**src/rtl/ztex_host_port_pkg.sv**
```systemverilog
// Host-port definitions shared with the miner top: FSM state encodings,
// byte-bus protocol constants and the strobe bundle driven onto the bus.
package ztex_host_port_pkg;

    localparam int ZTEX_RD_BYTES = 44;
    localparam int ZTEX_WR_BYTES = 12;
    localparam int IDX_W         = 8;

    typedef enum logic [2:0] {
        ST_IDLE  = 3'd0,
        ST_RD_LO = 3'd1,
        ST_RD_HI = 3'd2,
        ST_WS_LO = 3'd3,
        ST_WS_HI = 3'd4,
        ST_WR_LO = 3'd5,
        ST_WR_HI = 3'd6,
        ST_DONE  = 3'd7
    } host_state_t;

    typedef struct packed {
        logic rd_clk;
        logic wr_start;
        logic wr_clk;
    } strobe_t;

endpackage

```
**src/rtl/ztex_strobe_timer.sv**
```systemverilog
// Phase counter for the byte-bus strobes: phase_end marks the last of DIV
// cycles in the current strobe phase.
module ztex_strobe_timer #(
    parameter int DIV = 4
) (
    input  logic clk,
    input  logic reset,
    input  logic restart,
    output logic phase_end
);

    logic [7:0] cnt;

    assign phase_end = (cnt == 8'(DIV - 1));

    always_ff @(posedge clk or posedge reset) begin
        if (reset)
            cnt <= '0;
        else if (restart || phase_end)
            cnt <= '0;
        else
            cnt <= cnt + 8'd1;
    end

endmodule

```
**src/rtl/ztex_host_port.sv**
```systemverilog
// Host-side initiator for the ZTEX miner byte bus: shifts a work word into
// the miner and reads its result buffer back on request.
module ztex_host_port
    import ztex_host_port_pkg::*;
#(
    parameter int RD_BYTES = ZTEX_RD_BYTES,
    parameter int WR_BYTES = ZTEX_WR_BYTES,
    parameter int DIV      = 4
) (
    input  logic                    clk,
    input  logic                    reset,
    input  logic                    work_valid,
    output logic                    work_ready,
    input  logic [8*RD_BYTES-1:0]   work_data,
    input  logic                    poll_req,
    output logic                    result_valid,
    output logic [8*WR_BYTES-1:0]   result_data,
    output logic                    busy,
    output logic [7:0]              read,
    output logic                    rd_clk,
    output logic                    wr_start,
    output logic                    wr_clk,
    input  logic [7:0]              write
);

    host_state_t             state, state_n;
    strobe_t                 strb_d;
    logic                    ready_d, rv_d;
    logic                    phase_end, restart;
    logic                    poll_pend;
    logic [IDX_W-1:0]        idx;
    logic [8*RD_BYTES-1:0]   sr;
    logic [8*WR_BYTES-1:0]   asm_q;
    logic                    last_rd, last_wr;

    assign last_rd = (idx == IDX_W'(RD_BYTES - 1));
    assign last_wr = (idx == IDX_W'(WR_BYTES - 1));

    // Holding the timer clear while idle aligns every first phase to a full DIV.
    assign restart = (state == ST_IDLE) || (state == ST_DONE);

    ztex_strobe_timer #(.DIV(DIV)) u_timer (
        .clk       (clk),
        .reset     (reset),
        .restart   (restart),
        .phase_end (phase_end)
    );

    always_ff @(posedge clk or posedge reset) begin
        if (reset)
            state <= ST_IDLE;
        else
            state <= state_n;
    end

    always_comb begin
        state_n = state;
        case (state)
            ST_IDLE: begin
                if (work_valid)     state_n = ST_RD_LO;
                else if (poll_pend) state_n = ST_WS_LO;
            end
            ST_RD_LO: if (phase_end) state_n = ST_RD_HI;
            ST_RD_HI: if (phase_end) state_n = last_rd ? ST_IDLE : ST_RD_LO;
            ST_WS_LO: if (phase_end) state_n = ST_WS_HI;
            ST_WS_HI: if (phase_end) state_n = ST_WR_LO;
            ST_WR_LO: if (phase_end) state_n = last_wr ? ST_DONE : ST_WR_HI;
            ST_WR_HI: if (phase_end) state_n = ST_WR_LO;
            ST_DONE:  state_n = ST_IDLE;
            default:  state_n = ST_IDLE;
        endcase
    end

    // Outputs are decoded from the next state so the registered strobes line up with it.
    always_comb begin
        strb_d          = '0;
        strb_d.rd_clk   = (state_n == ST_RD_HI);
        strb_d.wr_start = (state_n == ST_WS_LO) || (state_n == ST_WS_HI);
        strb_d.wr_clk   = (state_n == ST_WS_HI) || (state_n == ST_WR_HI);
        ready_d         = (state_n == ST_IDLE);
        rv_d            = (state == ST_DONE);
    end

    always_ff @(posedge clk or posedge reset) begin
        if (reset) begin
            rd_clk       <= 1'b0;
            wr_start     <= 1'b0;
            wr_clk       <= 1'b0;
            work_ready   <= 1'b1;
            busy         <= 1'b0;
            result_valid <= 1'b0;
        end else begin
            rd_clk       <= strb_d.rd_clk;
            wr_start     <= strb_d.wr_start;
            wr_clk       <= strb_d.wr_clk;
            work_ready   <= ready_d;
            busy         <= !ready_d;
            result_valid <= rv_d;
        end
    end

    always_ff @(posedge clk or posedge reset) begin
        if (reset) begin
            poll_pend   <= 1'b0;
            idx         <= '0;
            sr          <= '0;
            asm_q       <= '0;
            read        <= '0;
            result_data <= '0;
        end else begin
            if (state == ST_IDLE && state_n == ST_WS_LO)
                poll_pend <= 1'b0;
            else if (poll_req)
                poll_pend <= 1'b1;

            case (state)
                ST_IDLE: begin
                    if (work_valid) begin
                        sr   <= work_data;
                        read <= work_data[7:0];
                        idx  <= '0;
                    end else if (poll_pend) begin
                        idx  <= '0;
                    end
                end
                ST_RD_HI: begin
                    if (phase_end) begin
                        sr  <= sr >> 8;
                        idx <= idx + IDX_W'(1);
                        if (!last_rd)
                            read <= sr[15:8];
                    end
                end
                ST_WR_LO: begin
                    // Bytes arrive low-first, so shifting in at the top leaves byte 0 in [7:0].
                    if (phase_end) begin
                        asm_q <= {write, asm_q[8*WR_BYTES-1:8]};
                        idx   <= idx + IDX_W'(1);
                    end
                end
                ST_DONE: result_data <= asm_q;
                default: ;
            endcase
        end
    end

endmodule
```
**config.mk**
```make
export PLATFORM = sky130hd
export DESIGN_NAME = ztex_host_port
export DESIGN_NICKNAME = d
export VERILOG_FILES = /design/src/rtl/ztex_host_port_pkg.sv /design/src/rtl/ztex_strobe_timer.sv /design/src/rtl/ztex_host_port.sv
export SDC_FILE = /design/constraint.sdc
export NUM_CORES = 2
export LEC_CHECK = 0
export CORE_MARGIN = 5
export CORE_UTILIZATION = 56
export DETAILED_ROUTE_END_ITERATION = 16
export GPL_TIMING_DRIVEN = 0
export PLACE_DENSITY = 0.85
export SYNTH_ARGS = -nofsm -noshare
export SYNTH_HDL_FRONTEND = slang
export SYNTH_HIERARCHICAL = 1
export SYNTH_SLANG_ARGS = --single-unit
```
**constraint.sdc**
```tcl
create_clock -name clk -period 39.6 [get_ports clk]
set_input_delay 7.92 -clock clk [delete_from_list [all_inputs] [get_ports clk]]
set_output_delay 7.92 -clock clk [all_outputs]
set_load 0.01 [all_outputs]
```
==> run metrics <==
CP delay by family, top=buffers and inverters; Total Power=1.20 mW; post-route clock period utilization=24.8%; Setup WS pre-CTS=29.54 ns; worst hold-check path type=register to register; vias in the first global route=just over 20k; Rows=76; Bufs on Longest Clock Path=3; initial antenna violation count=23; gr ovfl total=0; register area=14300 µm²; most frequent cells in the layout=nand2_1 (664), dfrtp_1 (569), clkdlybuf4s50_1 (473); post-route setup TNS=0 ns; post-detail-place hpwl=51600 µm; Setup crit end=work_ready; Yosys top cell by area=dfrtp_1; clk root buf=clkbuf_16; minimum clock period=between 9 and 10 ns; Final setup violation count=0; layout cells sized above 1=a little over 10%; endpoints failing hold=0; TritonCTS clock tree=built; layout filler cell count=about 2.8k; Inserted Clock Buffers=56; Worst Path Arrival=1.88 ns; WL per Instance=between 20 and 25 µm; CP Depth=1; RSZ-0062 raised after global routing=false; Setup crit start kind=register; post-synth top area share=58.3%; Lkg Pwr=~15 nW; Multi-input gate area=9410 µm²; vias per cell=5.59; Clock Power Share=46.2%; setup bufs post-CTS=0; Initial Util=56.7%; CP Buf/Inv Count=1; combinational share of power=4.9%; Int Pwr=0.946 mW; TritonRoute pass-1 iters=5; Pins Over Slew Limit=0; Clk Latency, worst-skew pair=0.61 ns; Max FO, Critical Path=1; Die Area=47900 µm²; clock skew=0.00779 ns; synth top area cells=dfrtp_1 (58%), mux2i_1 (14%), nand2_1 (10%), o21ai_0 (7.2%), mux2_2 (4.4%); Sink Count=570; Avg Inst Size Synth=roughly 11 µm²; Port Buffers=473; Chip Height=219 µm; via count=between 15k and 20k; minimum setup slack among reg-to-reg paths=approximately 36 ns; Peak VDD IR=0.0414 mV; Synth cell types=53; pwr dens=37.6 nW/µm²; post_cts resized=0; first-pass GRT wire length=110000 µm; global-route usage over all layers=28.8%; R2R depth=11; worst slew pin tran=0.802 ns; nets=3184; WP data required=31.68 ns; post-route ant nets=0; register bit total from synthesis=570; max incr delay on CP=0.73 ns; r2r startpoint=u_timer/cnt[0]; Yosys warning total=6; Layout Utilization=74.3%; share of the yosys chip area belonging to registers=58.4%; Psw=0.255 mW; routability cong.=0.921; synthesized cell area=approximately 24000 µm²; Clock Pin Slew Worst Setup and Hold Paths=0.06 ns; Critical Path Sink Type=output pin; post-route setup slack=29.80 ns; final std cells w/o fill=3464; Cells after Synth=2282; htree depth=2; total core area=43100 µm²; Flop pwr share=48.9%; largest net degree at the start of global routing=approximately 130; Net Sw Frac=21.3%; Max Freq=0.102 GHz; syn_nets=2649; status=finished, final reports clean; post-route DRC violation count=0; Max-slew headroom=46.6%; Area growth, synth to finish=30.9%; hold buffer count at cts=0; die width=219 µm; commonest non-fill, non-tap cell in the layout=nand2_1; Crit-path slowest cell=clkdlybuf4s50_1; max_cap viols=0; initial DRC count=1628; crit path from=work_ready; critical path class=register to output pin; I/O pin count=~470; Detailed Route WL=70500 µm; Placed Cells=between 3k and 4k; Critical R2R Capture=read[0]; CP Cell Sequence=clkdlybuf4s50_1
power groups by stage:
| stage | logic (mW) | clock network, mW | registers, mW |
|---|---|---|---|
| after global routing | 0.0634 | 0.587 | 0.588 |
| after CTS | 0.0594 | 0.562 | 0.588 |
| after floorplan | 0.0128 | 0 | 0.598 |
| after global placement | 0.0565 | 0 | 0.599 |
| final | 0.0589 | 0.555 | 0.588 |
| after detailed placement | 0.0588 | 0 | 0.598 |
metal layers:
metal	global-route usage [%]	part of all wire (%)	vias up
met4	10.9	3.9	12
met3	8.03	8.1	173
met5	0	0.11	-
li1	-	-	8803
met2	48.6	49	753
met1	35.7	39	9620
cell type report:
class / instances / area share [%]
inverter: 11 / 0.153
tap: 585 / 2.29
clock inverter: 26 / 1.01
clock buffer: 77 / 5.03
multi-input combinational: 1548 / 29.4
sequential: 570 / 44.6
buffer: 153 / 2.22
timing repair buffer: 477 / 15.1
antenna: 17 / 0.133
registers in the layout (all words and copies together) (netlist names):
name          flops
work_ready        1
u_timer/cnt       8
rd_clk            1
read              8
result_data      96
state             3
wr_clk            1
busy              1
poll_pend         1
sr              344
result_valid      1
wr_start          1
idx               8
asm_q            96
through the flow:
step                      cell area (µm²)  hold slack, ns
final                               32000           0.479
after global routing                32000           0.503
after CTS                           31900           0.483
after detailed placement            30000           0.468
after global placement              29900           0.455
after floorplan                     24400           0.440
how the worst min path moves through the flow:
| stage | from | endpoint | slack, ns | cells past startpoint |
|---|---|---|---|---|
| 4_1_cts | sr[278] | sr[278] | 0.48 | 2 |
| 2_1_floorplan | asm_q[0] | asm_q[0] | 0.44 | 2 |
| 3_3_place_gp | asm_q[2] | asm_q[2] | 0.45 | 2 |
| 3_5_place_dp | asm_q[2] | asm_q[2] | 0.47 | 2 |
| 5_1_grt | sr[79] | sr[79] | 0.50 | 2 |
| 6_report | sr[115] | sr[115] | 0.48 | 2 |
logic make-up (layout without fill, tap and decap cells):
kind of cell,count (synthesis),count (layout),share of synthesized area (%)
other cells,0,17,0
fa+ha+maj,3,3,0.154
simple gates,723,723,11.6
buf+inv,164,744,3.08
compound gates,382,382,8.29
xor+xnor,7,7,0.251
mux,433,433,18.2
flops,570,570,58.4
synthesized netlist by cell type (all sizes together):
library cell / instances
a21o: 3
a21oi: 6
a221o: 1
a31oi: 9
and2: 1
and3: 3
buf: 95
clkbuf: 58
dfrtp: 569
dfstp: 1
ha: 3
inv: 11
mux2: 96
mux2i: 337
nand2: 664
nand2b: 5
nand3: 9
nand4: 1
nor2: 24
nor2b: 1
nor3: 2
nor3b: 2
nor4: 2
nor4b: 1
o2111ai: 3
o211ai: 1
o21a: 1
o21ai: 349
o21bai: 1
o221a: 1
o221ai: 1
o22ai: 1
o31a: 1
o31ai: 2
o32a: 1
o41ai: 1
or2: 2
or3: 3
or4: 1
or4b: 2
xnor2: 1
xor2: 6
(Power assumes the default switching activity.)
==> variant 1, RTL diff (same flow settings) <==
Reset style: synchronous (`reset`), changed in 4 clocked blocks.
--- a/src/rtl/ztex_strobe_timer.sv
+++ b/src/rtl/ztex_strobe_timer.sv
@@ -13,7 +13,7 @@
 
     assign phase_end = (cnt == 8'(DIV - 1));
 
-    always_ff @(posedge clk or posedge reset) begin
+    always_ff @(posedge clk) begin
         if (reset)
             cnt <= '0;
         else if (restart || phase_end)
--- a/src/rtl/ztex_host_port.sv
+++ b/src/rtl/ztex_host_port.sv
@@ -46,7 +46,7 @@
         .phase_end (phase_end)
     );
 
-    always_ff @(posedge clk or posedge reset) begin
+    always_ff @(posedge clk) begin
         if (reset)
             state <= ST_IDLE;
         else
@@ -81,7 +81,7 @@
         rv_d            = (state == ST_DONE);
     end
 
-    always_ff @(posedge clk or posedge reset) begin
+    always_ff @(posedge clk) begin
         if (reset) begin
             rd_clk       <= 1'b0;
             wr_start     <= 1'b0;
@@ -99,7 +99,7 @@
         end
     end
 
-    always_ff @(posedge clk or posedge reset) begin
+    always_ff @(posedge clk) begin
         if (reset) begin
             poll_pend   <= 1'b0;
             idx         <= '0;
Formal check against the unedited RTL: differs if reset is asserted again (counterexample within 4 cycles, from zero or initial values and one cycle with reset high); with reset held inactive, the same outputs for 4 cycles.
==> variant 1 against the unedited design <==
Area after synthesis is 6.5% lower; sequential cell count stayed put; synthesized cell count is 28% higher; largest cell class unchanged; wire length is 8.1% higher; worst setup slack better by 0.20 ns; die area is 6.2% lower; critical path type is now in2reg; final area is 5.7% lower.
Power is not compared: it rests on default switching activity, and its combinational part moved more than twofold at a synthesized area within 25%.
==> variant 1: results (changes against the unedited design) <==
status=complete, no violations (unchanged); Synth Area in Compound Gates=19.0% (was 8.29%); antenna violations before repair=7 (was 23); min-delay src=u_timer/cnt[0] (was sr[115]); Cells after Synth=2923 (was 2282); Placed Instances=3928 (was 3344); FF-to-FF End=sr[135] (was read[0]); clock buf count=84 (was 77); first-pass GRT wire length=117000 um (was 110000 um); Inverters excl. clock=3 (was 11); Pre-antenna DRT Iters=7 (was 5); Worst Hold End=u_timer/cnt[0] (was sr[115]); Reg-to-Reg Start=u_timer/cnt[0] (unchanged); Multi-input gate area=10200 sq um (was 9410 sq um); Seq area share=37.8% (was 44.6%); synth cell count leaders=nand2_1 (1086), dfxtp_1 (570), nor2_1 (368) (was nand2_1 (664), dfrtp_1 (569), o21ai_0 (349)); fillcell total=3039 (was 2805); worst setup path startpoint=work_valid (was work_ready); FFs & Latches=570 (unchanged); fraction of area in non-clock buffers=19.7% (was 17.4%); gpl congestion=0.945 (was 0.921); placed cell areas=28200 sq um (was 30000 sq um); crit-path max cell delay=0.58 ns (was 0.73 ns); Synth Net Count=3289 (was 2649); multi-input gate share of total cell area=33.9% (was 29.4%); ANT cells=13 (was 17); reg2reg setup slack=36.38 ns (was 36.43 ns); Hold Worst Slack=0.451 ns (was 0.479 ns); depth of the worst register-to-register path=10 (was 11); Unique masters post-synth=51 (was 53); DR iter-0 viols=1957 (was 1628); largest net degree at the start of global routing=16 (was 129); clock skew=0.0250 ns (was 0.00779 ns); Primary FF master, synth=dfxtp_1 (was dfrtp_1); Worst slew margin=54.1% (was 46.6%); die width=212 um (was 219 um); HPWL after DPL=56200 um (was 51600 um); Seq/Total Area, Yosys=49.9% (was 58.4%); Layout Cells excl Fill=4046 (was 3464)
[variant 1: cell types whose count changed after synthesis, moves of 8 or more]
cell      unedited run  this run
mux2_2              96         0
mux2i_1            337         2
a21oi_1              5       207
clkbuf_1            58       144
buf_2               76        89
nor2_1              24       368
dfxtp_1              0       570
a311oi_2             0        10
dfrtp_1            569         0
buf_6                1         9
o21ai_0            349         7
a311oi_1             0       334
nand2_1            664      1086
[variant 1: worst max-delay path by stage]
stage	to	slack, ns	cells after the start
2_1_floorplan	sr[284]	30.56	7
3_3_place_gp	busy	29.52	5
3_5_place_dp	sr[135]	29.44	7
4_1_cts	result_data[16]	30.05	1
5_1_grt	sr[135]	29.91	7
6_report	sr[135]	30.00	7
[variant 1: layer usage]
layer | up-vias | routed length (um) | track usage, %
li1 | 11000 | - | -
met1 | 11000 | 30000 | 39.7
met2 | 1099 | 36800 | 54.8
met3 | 200 | 6420 | 6.29
met4 | 0 | 3000 | 13.3
met5 | - | 0 | 0
==> variant 2, RTL diff (same settings) <==
Made on the original files. `IDX_W`: 8 -> 6.
--- a/src/rtl/ztex_host_port_pkg.sv
+++ b/src/rtl/ztex_host_port_pkg.sv
@@ -4,7 +4,7 @@
 
     localparam int ZTEX_RD_BYTES = 44;
     localparam int ZTEX_WR_BYTES = 12;
-    localparam int IDX_W         = 8;
+    localparam int IDX_W         = 6;
 
     typedef enum logic [2:0] {
         ST_IDLE  = 3'd0,
Behaviour: same outputs for any inputs over 4 cycles, from zero or initial values and one cycle with reset high; that may be too few to reach the edited logic, so the function may still have changed.
==> variant 2 against the unedited design <==
Final area is 0.34% higher; first-iteration DRC count is 12% lower; count of clock-buffer cells in the layout is 2 higher; non-clock buffer count is 13 lower; wire length is 0.60% higher; worst setup slack better by 0.11 ns; via count is 5.5% lower; hold slack better by 0.0032 ns; area after synthesis is 0.44% higher; final cell count is 6.4% lower; sequential cell count is 2 lower; largest cell class unchanged.
Power is not compared: it rests on default switching activity, and its combinational part moved more than twofold at a synthesized area within 25%.
==> variant 2: results (changes against the unedited design) <==
status=complete, no violations (unchanged); GR Layer Usage met2=48.6% (about the same); DR iter-0 viols=1426 (was 1628); Syn Area/Cell=11.9 sq um (was 10.7 sq um); Layout Cells excl Fill=3244 (was 3464); Worst slew margin=51.8% (was 46.6%); routed len/inst=21.9 um (was 20.4 um); Skew-Pair Late Insertion Delay=0.64 ns (was 0.61 ns); Placed Instances=3116 (was 3344); Seq/Total Area, Yosys=57.9% (was 58.4%); vias in the first global route=19500 (was 20500); antenna violations before repair=30 (was 23); HPWL after DPL=51100 um (was 51600 um); Unique masters post-synth=48 (was 53); synth top area cells=dfrtp_1 (58%), mux2i_1 (14%), mux2_2 (9.6%) (was dfrtp_1 (58%), mux2i_1 (14%), nand2_1 (10%)); grt met3 use=8.25% (was 8.03%); first-pass GRT wire length=110000 um (about the same); clock skew=0.0453 ns (was 0.00779 ns); via count=18300 (was 19400); crit-path max cell delay=0.64 ns (was 0.73 ns); gpl congestion=0.909 (was 0.921); final net count=2956 (was 3184); largest net degree at the start of global routing=131 (was 129); grt met1 use=36.4% (was 35.7%); All-Layer GR Usage=29.1% (was 28.8%); share of cells above drive strength 1=16.0% (was 10.3%); synth cell count leaders=dfrtp_1 (567), nand2_1 (362), mux2i_1 (338) (was nand2_1 (664), dfrtp_1 (569), o21ai_0 (349))
-- variant 2: cell types whose count changed after synthesis, moves of 14 or more --
cell,before,now
clkbuf_1,58,37
nand2_1,664,362
nor2_1,24,9
mux2_2,96,209
buf_2,76,42
buf_4,9,44
buf_6,1,15
o21ai_1,0,131
o21ai_0,349,223
-- variant 2: report_power, final --
| group | internal [mW] | switching [mW] |
|---|---|---|
| Sequential | 0.765 | 0.113 |
| Clock | 0.322 | 0.234 |
| Combinational | 0.342 | 0.379 |
-- variant 2: logic make-up after synthesis --
kind of cell | synth area share, %
DFF | 57.9
muxes | 23.4
and+or+nand+nor | 6.76
AOI/OAI and AO/OA | 7.96
buffers and inverters | 3.66
xor gates and xnor gates | 0.143
adders and majority gates | 0.153
-- variant 2: through the flow --
step           util (%)  power (mW)  cell area, sq um  worst slack (ns)
2_1_floorplan         -        1.36             24500             16.02
3_3_place_gp       69.5        1.56             30000             10.47
3_5_place_dp       69.8        1.60             30100             29.45
4_1_cts            74.2        2.16             32000             29.87
5_1_grt            74.3        2.27             32100             29.82
6_report           74.3        2.16             32100             29.91
-- variant 2: cell type report --
type	instances	area [sq um]
repair buffers	477	4840
plain buffers	140	867
fillers	2823	11100
multi-input cells	1338	9420
clock buffers	79	1560
flip-flops and latches	568	14200
clock inverters	26	363
diodes	23	57.6
inverters	8	37.5
well taps	585	732
-- variant 2: layer usage --
metal / part of all wire (%) / wire, um
met2: 50 / 35500
met1: 39 / 27900
met4: 3.2 / 2300
met3: 7.2 / 5090
met5: 0.12 / 85
-- variant 2: final timing paths --
path                                  end  slack (ns)  cells past startpoint
max in group asynchronous         sr[166]       30.08                      4
max reg2reg                     asm_q[11]       36.32                      8
min in group asynchronous  u_timer/cnt[3]        7.69                      2
max                            work_ready       29.91                      1
min reg2reg                       sr[258]        0.48                      2
min                               sr[258]        0.48                      2
